## src/rtl/iob_cache_write_channel_buf.sv

```systemverilog
// iob_cache_write_channel_buf
//   Buffered cache back-end write channel. Front-end writes are queued in a
//   2**BUF_DEPTH_W entry FIFO and drained to the native back-end interface by
//   a two-state (IDLE/BUSY) FSM, so the cache only stalls on a full buffer.
//   WRITE_POL=0 (write-through): one BE word per entry with byte strobes.
//   WRITE_POL=1 (write-back): one cache line per entry, drained as a burst.
//
// Optional feature macro: IOB_CACHE_WCH_COALESCE_EN
//   Write-through only. A write hitting the tail entry's BE word (with the tail
//   distinct from the head being presented) is merged into the tail.
//
// Ports:
//   clk_i, reset_n_i        clock (rising edge), asynchronous active-low reset
//   valid_i/ready_o         front-end write handshake
//   addr_i                  word address (WT) or line address (WB)
//   wstrb_i                 byte strobes (WT only)
//   wdata_i                 write word (WT) or full line (WB)
//   empty_o                 FIFO empty and no transfer in flight
//   full_o                  FIFO holds all entries
//   be_addr_o/be_valid_o    back-end request (BE-aligned byte address)
//   be_ack_i                back-end completes current beat
//   be_wdata_o/be_wstrb_o   back-end write data and byte strobes
module iob_cache_write_channel_buf #(
  parameter int ADDR_W        = 24,
  parameter int FE_DATA_W     = 32,
  parameter int BE_ADDR_W     = 24,
  parameter int BE_DATA_W     = 32,
  parameter int WORD_OFFSET_W = 3,
  parameter int WRITE_POL     = 0,
  parameter int BUF_DEPTH_W   = 2
) (
  input  logic                                                              clk_i,
  input  logic                                                              reset_n_i,
  input  logic                                                              valid_i,
  input  logic [ADDR_W-$clog2(FE_DATA_W/8)-WRITE_POL*WORD_OFFSET_W-1:0]     addr_i,
  input  logic [FE_DATA_W/8-1:0]                                            wstrb_i,
  input  logic [FE_DATA_W*(2**(WORD_OFFSET_W*WRITE_POL))-1:0]               wdata_i,
  output logic                                                              ready_o,
  output logic                                                              empty_o,
  output logic                                                              full_o,
  output logic [BE_ADDR_W-1:0]                                              be_addr_o,
  output logic                                                              be_valid_o,
  input  logic                                                              be_ack_i,
  output logic [BE_DATA_W-1:0]                                              be_wdata_o,
  output logic [BE_DATA_W/8-1:0]                                            be_wstrb_o
);

  localparam int FE_NBYTES   = FE_DATA_W / 8;
  localparam int FE_NBYTES_W = $clog2(FE_NBYTES);
  localparam int BE_NBYTES   = BE_DATA_W / 8;
  localparam int BE_NBYTES_W = $clog2(BE_NBYTES);
  localparam int RATIO_W     = $clog2(BE_DATA_W / FE_DATA_W);
  localparam int IN_ADDR_W   = ADDR_W - FE_NBYTES_W - WRITE_POL * WORD_OFFSET_W;
  localparam int IN_DATA_W   = FE_DATA_W * (2 ** (WORD_OFFSET_W * WRITE_POL));
  localparam int DEPTH       = 2 ** BUF_DEPTH_W;
  localparam int ENT_A_W     = (WRITE_POL != 0) ? IN_ADDR_W : ADDR_W - BE_NBYTES_W;
  localparam int ENT_D_W     = (WRITE_POL != 0) ? IN_DATA_W : BE_DATA_W;
  localparam int EXT_W       = (BE_ADDR_W > ADDR_W) ? BE_ADDR_W : ADDR_W;

  typedef enum logic {IDLE, BUSY} state_t;

  state_t                 r_state, w_state_nxt;
  logic [BUF_DEPTH_W-1:0] r_wr_ptr, r_rd_ptr, w_tail, w_mem_idx;
  logic [BUF_DEPTH_W:0]   r_count, w_count_nxt;
  logic [ENT_A_W-1:0]     r_mem_addr [DEPTH];
  logic [ENT_D_W-1:0]     r_mem_data [DEPTH];

  logic                   w_full, w_merge_hit, w_accept, w_push, w_merge;
  logic                   w_be_valid, w_ack, w_pop, w_last_beat;
  logic [ENT_A_W-1:0]     w_in_addr;
  logic [ENT_D_W-1:0]     w_in_data, w_merged_data;
  logic [ADDR_W-1:0]      w_be_byte_addr;
  logic [EXT_W-1:0]       w_addr_ext;
  logic [BE_NBYTES-1:0]   w_head_strb;
  logic [BE_DATA_W-1:0]   w_head_wdata;

  // Handshake and FIFO control
  assign w_full      = r_count[BUF_DEPTH_W];
  assign ready_o     = ~w_full | w_merge_hit;
  assign w_accept    = valid_i & ready_o;
  assign w_push      = w_accept & ~w_merge_hit;
  assign w_merge     = w_accept & w_merge_hit;
  assign w_ack       = w_be_valid & be_ack_i;
  assign w_pop       = w_ack & w_last_beat;
  assign w_count_nxt = r_count + (BUF_DEPTH_W+1)'(w_push) - (BUF_DEPTH_W+1)'(w_pop);
  assign w_tail      = r_wr_ptr - BUF_DEPTH_W'(1);
  assign w_mem_idx   = w_push ? r_wr_ptr : w_tail;

  always_ff @(posedge clk_i or negedge reset_n_i) begin
    if (!reset_n_i) begin
      r_wr_ptr <= '0;
      r_rd_ptr <= '0;
      r_count  <= '0;
    end else begin
      if (w_push) r_wr_ptr <= r_wr_ptr + BUF_DEPTH_W'(1);
      if (w_pop)  r_rd_ptr <= r_rd_ptr + BUF_DEPTH_W'(1);
      r_count <= w_count_nxt;
    end
  end

  // Entry storage carries no reset; validity is tracked by the pointers.
  always_ff @(posedge clk_i) begin
    if (w_push || w_merge) begin
      r_mem_addr[w_mem_idx] <= w_in_addr;
      r_mem_data[w_mem_idx] <= w_push ? w_in_data : w_merged_data;
    end
  end

  if (WRITE_POL == 0) begin : g_wt
    logic [BE_NBYTES-1:0] r_mem_strb [DEPTH];
    logic [BE_NBYTES-1:0] w_in_strb;

    if (RATIO_W > 0) begin : g_align
      logic [RATIO_W-1:0] w_word_align;
      assign w_word_align = addr_i[RATIO_W-1:0];
      assign w_in_addr    = addr_i[IN_ADDR_W-1:RATIO_W];
      assign w_in_strb    = BE_NBYTES'(wstrb_i) << (int'(w_word_align) * FE_NBYTES);
    end else begin : g_noalign
      assign w_in_addr = addr_i;
      assign w_in_strb = wstrb_i;
    end

    assign w_in_data = {(BE_DATA_W / FE_DATA_W){wdata_i}};

`ifdef IOB_CACHE_WCH_COALESCE_EN
    // count >= 2 guarantees the tail is not the entry on the back-end bus.
    assign w_merge_hit = valid_i & (r_count > (BUF_DEPTH_W+1)'(1))
                       & (r_mem_addr[w_tail] == w_in_addr);
    always_comb begin
      w_merged_data = r_mem_data[w_tail];
      for (int unsigned b = 0; b < BE_NBYTES; b++)
        if (w_in_strb[b]) w_merged_data[b*8 +: 8] = w_in_data[b*8 +: 8];
    end
`else
    assign w_merge_hit   = 1'b0;
    assign w_merged_data = w_in_data;
`endif

    always_ff @(posedge clk_i) begin
      if (w_push)       r_mem_strb[r_wr_ptr] <= w_in_strb;
      else if (w_merge) r_mem_strb[w_tail]   <= r_mem_strb[w_tail] | w_in_strb;
    end

    assign w_head_strb    = r_mem_strb[r_rd_ptr];
    assign w_head_wdata   = r_mem_data[r_rd_ptr];
    assign w_be_byte_addr = {r_mem_addr[r_rd_ptr], {BE_NBYTES_W{1'b0}}};
    assign w_last_beat    = 1'b1;
  end else begin : g_wb
    localparam int LINE2BE_W = WORD_OFFSET_W - RATIO_W;
    logic [ENT_D_W-1:0] w_head_line;

    assign w_in_addr     = addr_i;
    assign w_in_data     = wdata_i;
    assign w_merged_data = w_in_data;
    assign w_merge_hit   = 1'b0;
    assign w_head_strb   = '1;
    assign w_head_line   = r_mem_data[r_rd_ptr];

    if (LINE2BE_W > 0) begin : g_beats
      logic [LINE2BE_W-1:0] r_beat;
      // Wraps to zero on the last beat, which is also when the entry pops.
      always_ff @(posedge clk_i or negedge reset_n_i) begin
        if (!reset_n_i)  r_beat <= '0;
        else if (w_ack)  r_beat <= r_beat + LINE2BE_W'(1);
      end
      assign w_last_beat    = &r_beat;
      assign w_head_wdata   = w_head_line[r_beat*BE_DATA_W +: BE_DATA_W];
      assign w_be_byte_addr = {r_mem_addr[r_rd_ptr], r_beat, {BE_NBYTES_W{1'b0}}};
    end else begin : g_single
      assign w_last_beat    = 1'b1;
      assign w_head_wdata   = w_head_line;
      assign w_be_byte_addr = {r_mem_addr[r_rd_ptr], {BE_NBYTES_W{1'b0}}};
    end
  end

  // Drain FSM: state register
  always_ff @(posedge clk_i or negedge reset_n_i) begin
    if (!reset_n_i) r_state <= IDLE;
    else            r_state <= w_state_nxt;
  end

  // Drain FSM: next state
  always_comb begin
    w_state_nxt = r_state;
    case (r_state)
      IDLE:    if (r_count != '0) w_state_nxt = BUSY;
      BUSY:    if (w_pop && (w_count_nxt == '0)) w_state_nxt = IDLE;
      default: w_state_nxt = IDLE;
    endcase
  end

  // Drain FSM: outputs
  always_comb begin
    w_be_valid = (r_state == BUSY);
  end

  assign w_addr_ext = EXT_W'(w_be_byte_addr);
  assign be_addr_o  = w_addr_ext[BE_ADDR_W-1:0];
  assign be_valid_o = w_be_valid;
  assign be_wdata_o = w_head_wdata;
  assign be_wstrb_o = w_be_valid ? w_head_strb : '0;
  assign empty_o    = (r_count == '0) && (r_state == IDLE);
  assign full_o     = w_full;

endmodule
```

## config.mk

```make
export PLATFORM = sky130hd
export DESIGN_NAME = iob_cache_write_channel_buf
export DESIGN_NICKNAME = d
export VERILOG_FILES = /design/src/rtl/iob_cache_write_channel_buf.sv
export SDC_FILE = /design/constraint.sdc
export NUM_CORES = 1
export LEC_CHECK = 0
export ABC_AREA = 0
export BUFFER_PORTS_ARGS = -buffer_cell sky130_fd_sc_hd__buf_2
export CAP_MARGIN = 25
export CORE_ASPECT_RATIO = 0.7
export CORE_MARGIN = 4
export CORE_UTILIZATION = 49
export CTS_CLUSTER_SIZE = 12
export DETAILED_ROUTE_END_ITERATION = 10
export GPL_TIMING_DRIVEN = 0
export HOLD_SLACK_MARGIN = 0.08
export PLACE_DENSITY = 0.73
export SETUP_SLACK_MARGIN = 0.3
export SYNTH_ARGS = -nofsm -noshare
export SYNTH_HDL_FRONTEND = slang
export SYNTH_SLANG_ARGS = --single-unit
```

## constraint.sdc

```tcl
create_clock -name clk_i -period 5 [get_ports clk_i]
set_input_delay 0.25 -clock clk_i [delete_from_list [all_inputs] [get_ports clk_i]]
set_output_delay 0.25 -clock clk_i [all_outputs]
set_load 0.005 [all_outputs]
```

## Word level (Yosys, flattened, before mapping)

Memories as Yosys holds them, arrays and structs flattened.
Cells that the tools add are included.
W data, S select, Z words.

- Bits in registers: 8
- Bits in latches: 0
- Memory bits (writable): 232
- Bits in read-only memories: 0
- Input bits: 62
- Output and inout port bits: 64
- Word-level logic and storage cells: 28
- Memories kept: 3

Memory list:

| name | depth | width | read ports | clocked after Yosys merged registers in | wr ports | RTL line | source |
|---|---|---|---|---|---|---|---|
| r_mem_data | 4 | 32 | 1 | 0 | 1 | 66 | `logic [ENT_D_W-1:0] r_mem_data [DEPTH];` |
| r_mem_addr | 4 | 22 | 1 | 0 | 1 | 65 | `logic [ENT_A_W-1:0] r_mem_addr [DEPTH];` |
| g_wt.r_mem_strb | 4 | 4 | 1 | 0 | 1 | 110 | `logic [BE_NBYTES-1:0] r_mem_strb [DEPTH];` |

- Add/subtract/negate cells: 5
- Multiply operators: 0
- Divide/modulo/power cells: 0
- Magnitude comparators: 0
- Eq/ne operators: 0
- Shifts and indexed selects: 0
- Mux-type cells: 7
- Bitwise logic cells: 4
- Reduce and logical (&&, ||, !) cells: 5

Operators with widths:

| cell | count |
|---|---|
| $logic_not A3 Y1 | 2 |
| $add A2 B1 Y2 const B | 2 |
| $mux W1 | 4 |
| $mux W4 | 1 |
| $add A3 B1 Y3 | 1 |
| $reduce_bool A3 Y1 | 1 |
| $sub A3 B1 Y3 | 1 |
| $and A1 B1 Y1 | 2 |
| $logic_and A1 B1 Y1 | 2 |
| $mux W2 | 1 |
| $not A1 Y1 | 2 |
| $pmux W1 S2 | 1 |
| $sub A2 B1 Y2 const B | 1 |

## Logic depth before layout (Yosys ltp)

Gate-level depths: netlist of the first run.

- Depth in word-level cells: 8
- Gate-level depth with buffers: 8

## Worst setup path after synthesis of the first run

No wires, ideal clock.

- Path type: flip-flop to flip-flop
- Start point: register r_count[2]
- End point: memory r_mem_addr[2][0] (netlist name), enable pin
- Setup time: 0.533 ns
- Arrival time: 4.313 ns
- Data required time: 4.467 ns
- Path slack: 0.155 ns
- Stages on the path, launching flop included: 3
- Buffers on the path: 0
- Cell sequence: dfrtp_1 -> nand2b_1 -> nor3_1

- Longest elaborated chain between the ends: 4
- Elaborated cells on any way between the ends: 5
- Classes of those cells: 3 x mux; 2 x bitwise

Ends and longest elaborated chain:

| item | RTL line | source |
|---|---|---|
| start, declared | 64 | `logic [BUF_DEPTH_W:0] r_count, w_count_nxt;` |
| start signal, assigned | 97 | `r_count <= w_count_nxt;` |
| $not A1 Y1 (*) | 79 | `assign ready_o = ~w_full \| w_merge_hit;` |
| $and A1 B1 Y1 (*) | 80 | `assign w_accept = valid_i & ready_o;` |
| $mux W1 | 103 | `if (w_push \|\| w_merge) begin` |
| $mux W1 (implied by the code) | 104 | `r_mem_addr[w_mem_idx] <= w_in_addr;` |
| end, declared | 65 |  |

Mark *: on every way between the ends. The rest lies on a longest branch, timed or not.

## Worst setup path after layout of the first run

- Start point: register r_rd_ptr[1]
- End point: output be_wdata_o[21]

- Longest elaborated chain between the ends: 1

Ends and longest elaborated chain:

| item | RTL line | source |
|---|---|---|
| start, declared | 63 | `logic [BUF_DEPTH_W-1:0] r_wr_ptr, r_rd_ptr, w_tail, w_mem_idx;` |
| start signal, assigned | 96 | `if (w_pop) r_rd_ptr <= r_rd_ptr + BUF_DEPTH_W'(1);` |
| $mem_v2 Z4 W32 | n/a |  |
| end, declared | 44 | `output logic [BE_DATA_W-1:0] be_wdata_o,` |

No other way between the ends.

==> results of run 1 <==
==> cell type report <==
type | instances | area (µm²) | area share (%)
multi-input combinational | 92 | 1602 | 14.07
clock inverter | 5 | 27.53 | 0.2419
inverter | 6 | 22.52 | 0.1979
sequential | 240 | 7167 | 62.97
buffer | 17 | 120.1 | 1.055
timing repair buffer | 206 | 1483 | 13.03
tap | 231 | 289.0 | 2.540
clock buffer | 37 | 670.6 | 5.893
==> critical path, cell delays in order, from the launching register on <==
cell	delay, ns
dfrtp_1	0.32
buf_2	0.14
buf_2	0.29
buf_2	0.35
mux4_2	0.40
buf_2	0.16
==> state kept, by name (all words and copies together) (netlist names) <==
signal           flops
r_mem_addr          88
be_valid_o           1
r_rd_ptr             2
r_mem_data         128
r_count              3
r_wr_ptr             2
g_wt.r_mem_strb     16
==> power groups by stage <==
stage          Clock [µW]  Sequential (µW)  Combinational, µW
3_3_place_gp            0             2710               1660
2_1_floorplan           0             2670               1070
5_1_grt              1730             2650               1960
6_report             1600             2630               1800
3_5_place_dp            0             2670               1800
4_1_cts              1630             2630               1850
==> cell families after synthesis <==
kind of cell	after synthesis	share of synthesized area (%)
compound gates	1	0.05626
xor+xnor	5	0.6476
buf+inv	23	1.605
flops	240	80.64
fa+ha+maj	6	0.9292
other cells	1	0.04220
simple gates	19	1.253
mux	59	14.82
==> cells in the final DEF, fill, tap and decap left out, types with 2 or more instances in the layout <==
cell	synthesis	routed
buf_2	5	128
buf_4	7	7
conb_1	1	2
xnor2_1	4	4
buf_6	1	22
clkbuf_1	3	15
clkinv_2	0	3
inv_1	6	6
dfrtp_1	8	8
buf_8	0	2
clkbuf_16	0	25
nor3_2	0	4
ha_1	5	5
edfxtp_1	232	232
and2_1	8	8
mux4_2	58	58
dlygate4sd3_1	0	60
==> path summary, 6_finish.rpt <==
path / cells after the start / slack [ns] / endpoint
setup / recovery: 5 / 2.59 / be_wdata_o[21]
hold / removal: 2 / 0.11 / be_valid_o
setup reg to reg: 5 / 2.71 / r_mem_data[3][3]
hold reg to reg: 1 / 0.54 / r_count[0]
max in group asynchronous: 2 / 4.72 / r_wr_ptr[0]
min in group clk_i: 4 / 0.40 / r_wr_ptr[0]
==> through the flow <==
step / setup TNS [ns] / setup WS (ns) / util (%)
after floorplan: 0 / 0.1547 / -
after global placement: -594.45 / -2.770 / 56.08
after detailed placement: 0 / 2.664 / 57.72
after CTS: 0 / 2.543 / 65.16
after global routing: 0 / 2.470 / 65.16
final: 0 / 2.591 / 65.16
==> metal layers <==
metal | share of wire [%] | vias to the layer above | global-route usage [%]
li1 | - | 1957 | -
met5 | 0 | - | 0
met3 | 6.3 | 28 | 3.333
met2 | 50 | 160 | 28.82
met4 | 1.8 | 0 | 3.599
met1 | 42 | 2249 | 23.52
==> timing repair <==
item,CTS,global route
endpoints found under the hold margin,241,0
hold buffers,60,0
resized for setup,0,0
==> out/metrics.yaml, run 1 <==
status: "finished clean"
hpwl_um: 11460
slew_headroom_pct: 38.74
path_class: "reg2out"
drc: 0
syn_inst: 354
total_power_uw: 6028
fmax_mhz: 415.1
yosysWarnings: 0
synth_edf_count: 232
maxCapViolations: 0
clockPowerShare_pct: 26.5
fill_cells: 1128
yosys.area.top_type: "edfxtp_1"
cts_buffers: 25
drtIter0Drc: 389
r2r-start: "r_count[2]"
path_max_fanout: 10
synth_most_common_cell: "edfxtp_1"
fin_crit_ns: 2.409
start_kind: "register"
num_rows: 40
root_buffer: "clkbuf_16"
drt-pass1-iter-count: 4
design.core.area_um2: 17470
skew_ns: 0.01325
grt_pass1_vias: 4760
comb_power_share_pct: 29.9
ioPinCount: 126
peakVddDrop_mv: 0.3273
path_clk_slew_ns: 0.06
min_path_type: "in2async"
fp.dieH_um: 120.7
nets: 656
drive_gt1_share_pct: 41.79
grt_setup_unrepaired: "no"
dp.cells: 732
final_hold_viol_count: 0
synthesis.area_um2: 8887
diodes: 0
synth.ff_latch_count: 240
ys_seq_area_share_pct: 80.64
synth_flop_cell: "edfxtp_1"
tritoncts: "yes"
synth_top_cells_by_area: "edfxtp_1 78%, mux4_2 15%, dfrtp_1 2.3%"
final_cells: 834
worstPathArrival_ns: 2.16
total_leakage_power_uw: 0.004017
clock_latency_ns: 0.50
netSwitchingPower_uw: 1634
dieArea_um2: 20390
drt-vias-per-instance: 5.269
routedWlPerCell_um: 20.57
antenna_found_initial: 0
synth_cell_types: 25
final-setup-viol-count: 0
seq_power_share_pct: 43.6
cellPowerDensity_nw_per_um2: 529.7
wl_um: 17160
cp-startpoint: "r_rd_ptr[1]"
place_congestion: 0.6905
power.internal_uw: 4394
maxSlewViolCount: 0
crit_required_ns: 4.75
swShare_pct: 27.11
synthArstFlopShare_pct: 3.333
antenna_left: 0
die_width_um: 169.0
timing.hold.ws_ns: 0.1098
gr-total-overflow: 0
synth_commonest_cells: "232 x edfxtp_1, 58 x mux4_2, 8 x and2_1, 8 x dfrtp_1, 7 x buf_4"
areaGrowthSynthToFinish_pct: 28.06
placed_cell_area_um2: 10080
io_buffers: 123
post_cts_buffers: 0
htree_levels: 1
avgSynthCellArea_um2: 25.11
detailroute.via_count: 4394
grt_pass1_wl_um: 26740
initial_core_util_pct: 50.88
grt_util_all_layers_pct: 17.06
end_kind: "primary output"
min_period_over_period_pct: 48.18
cts_num_sinks: 240
synth.top_cell.area_share_pct: 78.39
worstMarginPinSlew_ns: 0.9139
cts_buffer_depth: 3
final_cell_area_um2: 11380
grt_max_degree: 14
No activity file was read; power rests on OpenSTA's default activity.
==> run 2: changes to the inputs <==
Clock period 5 ns to 2 ns, I/O delays scaled along.
==> out/metrics.yaml, run 2 (synthesis results as in run 1) <==
status: "finished with violations"  # was finished clean
violations: "negative setup slack"
initial_core_util_pct: 50.88  # unchanged
end_kind: "primary output"  # unchanged
cts_num_sinks: 240  # unchanged
cellPowerDensity_nw_per_um2: 1353  # was 529.7 nW/µm²
gr-total-overflow: 0  # unchanged
min_path_type: "in2reg"  # was in2async
fin_crit_ns: 2.126
placed_cell_area_um2: 10180  # was 10080 µm²
nets: 694  # was 656
ioPinCount: 126  # unchanged
fmax_mhz: 470.4
areaGrowthSynthToFinish_pct: 38.93  # was 28.06%
dieArea_um2: 20390  # unchanged
drc: 0  # unchanged
antenna_found_initial: 0  # unchanged
clock_latency_ns: 0.50  # about the same
start_kind: "register"  # unchanged
timing.hold.ws_ns: 0.2549  # was 0.1098 ns
peakVddDrop_mv: 0.9964  # was 0.3273 mV
antenna_left: 0  # unchanged
maxSlewViolCount: 0  # unchanged
drive_gt1_share_pct: 47.96  # was 41.79%
path_class: "reg2out"  # unchanged
cts_buffers: 24  # was 25
final_cell_area_um2: 12350  # was 11380 µm²
final-setup-viol-count: 54  # was 0
met1_usage_pct: 23.64  # was 23.52%
cts_buffer_depth: 3  # unchanged
top_regs: "r_mem_data x128, r_mem_addr x88, g_wt.r_mem_strb x16"  # unchanged
path_clk_slew_ns: 0.06  # about the same
grt_use_met2_pct: 29.22  # was 28.82%
drt-vias-per-instance: 5.269  # about the same
routedWlPerCell_um: 21.40  # was 20.57 µm
fp.dieH_um: 120.7  # unchanged
path_max_fanout: 5  # was 10
grt_util_all_layers_pct: 17.40  # was 17.06%
grt_pass1_wl_um: 27120  # was 26740 µm
num_rows: 40  # unchanged
total_leakage_power_uw: 0.004444  # was 0.004017 µW
fin_util_pct: 70.69  # was 65.16%
io_buffers: 123  # unchanged
grt_util_met3_pct: 4.216  # was 3.333%
htree_levels: 1  # unchanged
die_width_um: 169.0  # unchanged
final_hold_viol_count: 0  # unchanged
drtIter0Drc: 314  # was 389
root_buffer: "clkbuf_16"  # unchanged
crit_required_ns: 1.90  # was 4.75 ns
setup_ws_ns: -0.1257  # was 2.591 ns
total_power_uw: 16700  # was 6028 µW
skew_ns: 0.01465  # was 0.01325 ns
tritoncts: "yes"  # unchanged
wl_um: 18550  # was 17160 µm
worstPathArrival_ns: 2.03  # was 2.16 ns
drt-pass1-iter-count: 5  # was 4
grt_max_degree: 18  # was 14
design.core.area_um2: 17470  # unchanged
maxCapViolations: 0  # unchanged
largest_reg_flops: 128  # unchanged
fin_setup_tns_ns: -2.758  # was 0 ns
diodes: 0  # unchanged
final_common_cell: "edfxtp_1"  # unchanged
hpwl_um: 10930  # was 11460 µm
min_period_over_period_pct: 106.3
busiest_layer: "met2"  # unchanged
grt_setup_unrepaired: "yes"  # was no
place_congestion: 0.6853  # was 0.6905
final_cell_mix: "232 x edfxtp_1, 116 x buf_2, 61 x dlygate4sd3_1, 58 x mux4_2, 36 x clkbuf_16"  # was 232 x edfxtp_1, 128 x buf_2, 60 x dlygate4sd3_1, 58 x mux4_2, 25 x clkbuf_16
detailroute.via_count: 4568  # was 4394
grt_pass1_vias: 4852  # was 4760
regMostFlops: "r_mem_data"  # unchanged
## run 2: changes by cell type in the layout (fill, tap and decap cells not counted), sizes merged
cell / change
clkbuf: +9
buf: +27
dlygate4sd3: +1
clkinv: -4
## run 2: critical path, stage by stage (launching register included)
cell and delay [ns]:
dfrtp_1 0.36, buf_8 0.14, buf_12 0.11, buf_12 0.11, buf_12 0.12, mux4_2 0.53, buf_2 0.15
## run 2: through the flow
step           instances  setup WS (ns)
2_1_floorplan        355        -0.4223
3_5_place_dp         721        -0.2026
5_1_grt              867        -0.1897
3_3_place_gp         709         -1.360
6_report             867        -0.1257
4_1_cts              844        -0.1455
## run 2: timing repair
item                                    in CTS  in global routing
endpoints found under the setup margin     278                186
gates resized for setup                     40                 23
pin swaps                                    7                  4
cloned                                       3                  8
hold endpoints to repair                   243                  0
hold buffers                                61                  0
buffers inserted                            23                 15
## run 2: power breakdown
group          internal [µW]  switching, µW
sequential              6340            244
combinational           3640           2550
clock                   2270           1650
## run 2: path summary, 6_finish.rpt
kind / cells past startpoint / to / slack [ns] / start
min in group asynchronous: 3 / r_wr_ptr[1] / 0.59 / reset_n_i
max in group asynchronous: 3 / be_valid_o / 1.10 / reset_n_i
worst max register to register: 8 / be_valid_o / 0.07 / r_count[2]
worst max-delay path: 6 / be_wdata_o[15] / -0.13 / r_rd_ptr[0]
worst min register to register: 2 / be_valid_o / 0.60 / r_count[0]
worst min-delay path: 4 / r_mem_data[2][23] / 0.25 / valid_i
## run 2: cell type report
type	count	area, µm²
clock inverters	1	8.758
fillers	1007	5120
repair buffers	245	2322
plain buffers	17	205.2
well taps	231	289.0
inverters	6	22.52
flip-flops and latches	240	7171
multi-input cells	92	1665
clock buffers	35	663.1
## run 2: routing by layer
layer | part of all wire, % | wire length [µm] | vias to the layer above
li1 | - | - | 2028
met4 | 1.6 | 298 | 0
met1 | 41 | 7625 | 2345
met5 | 0 | 0 | -
met3 | 6.7 | 1238 | 23
met2 | 51 | 9392 | 172
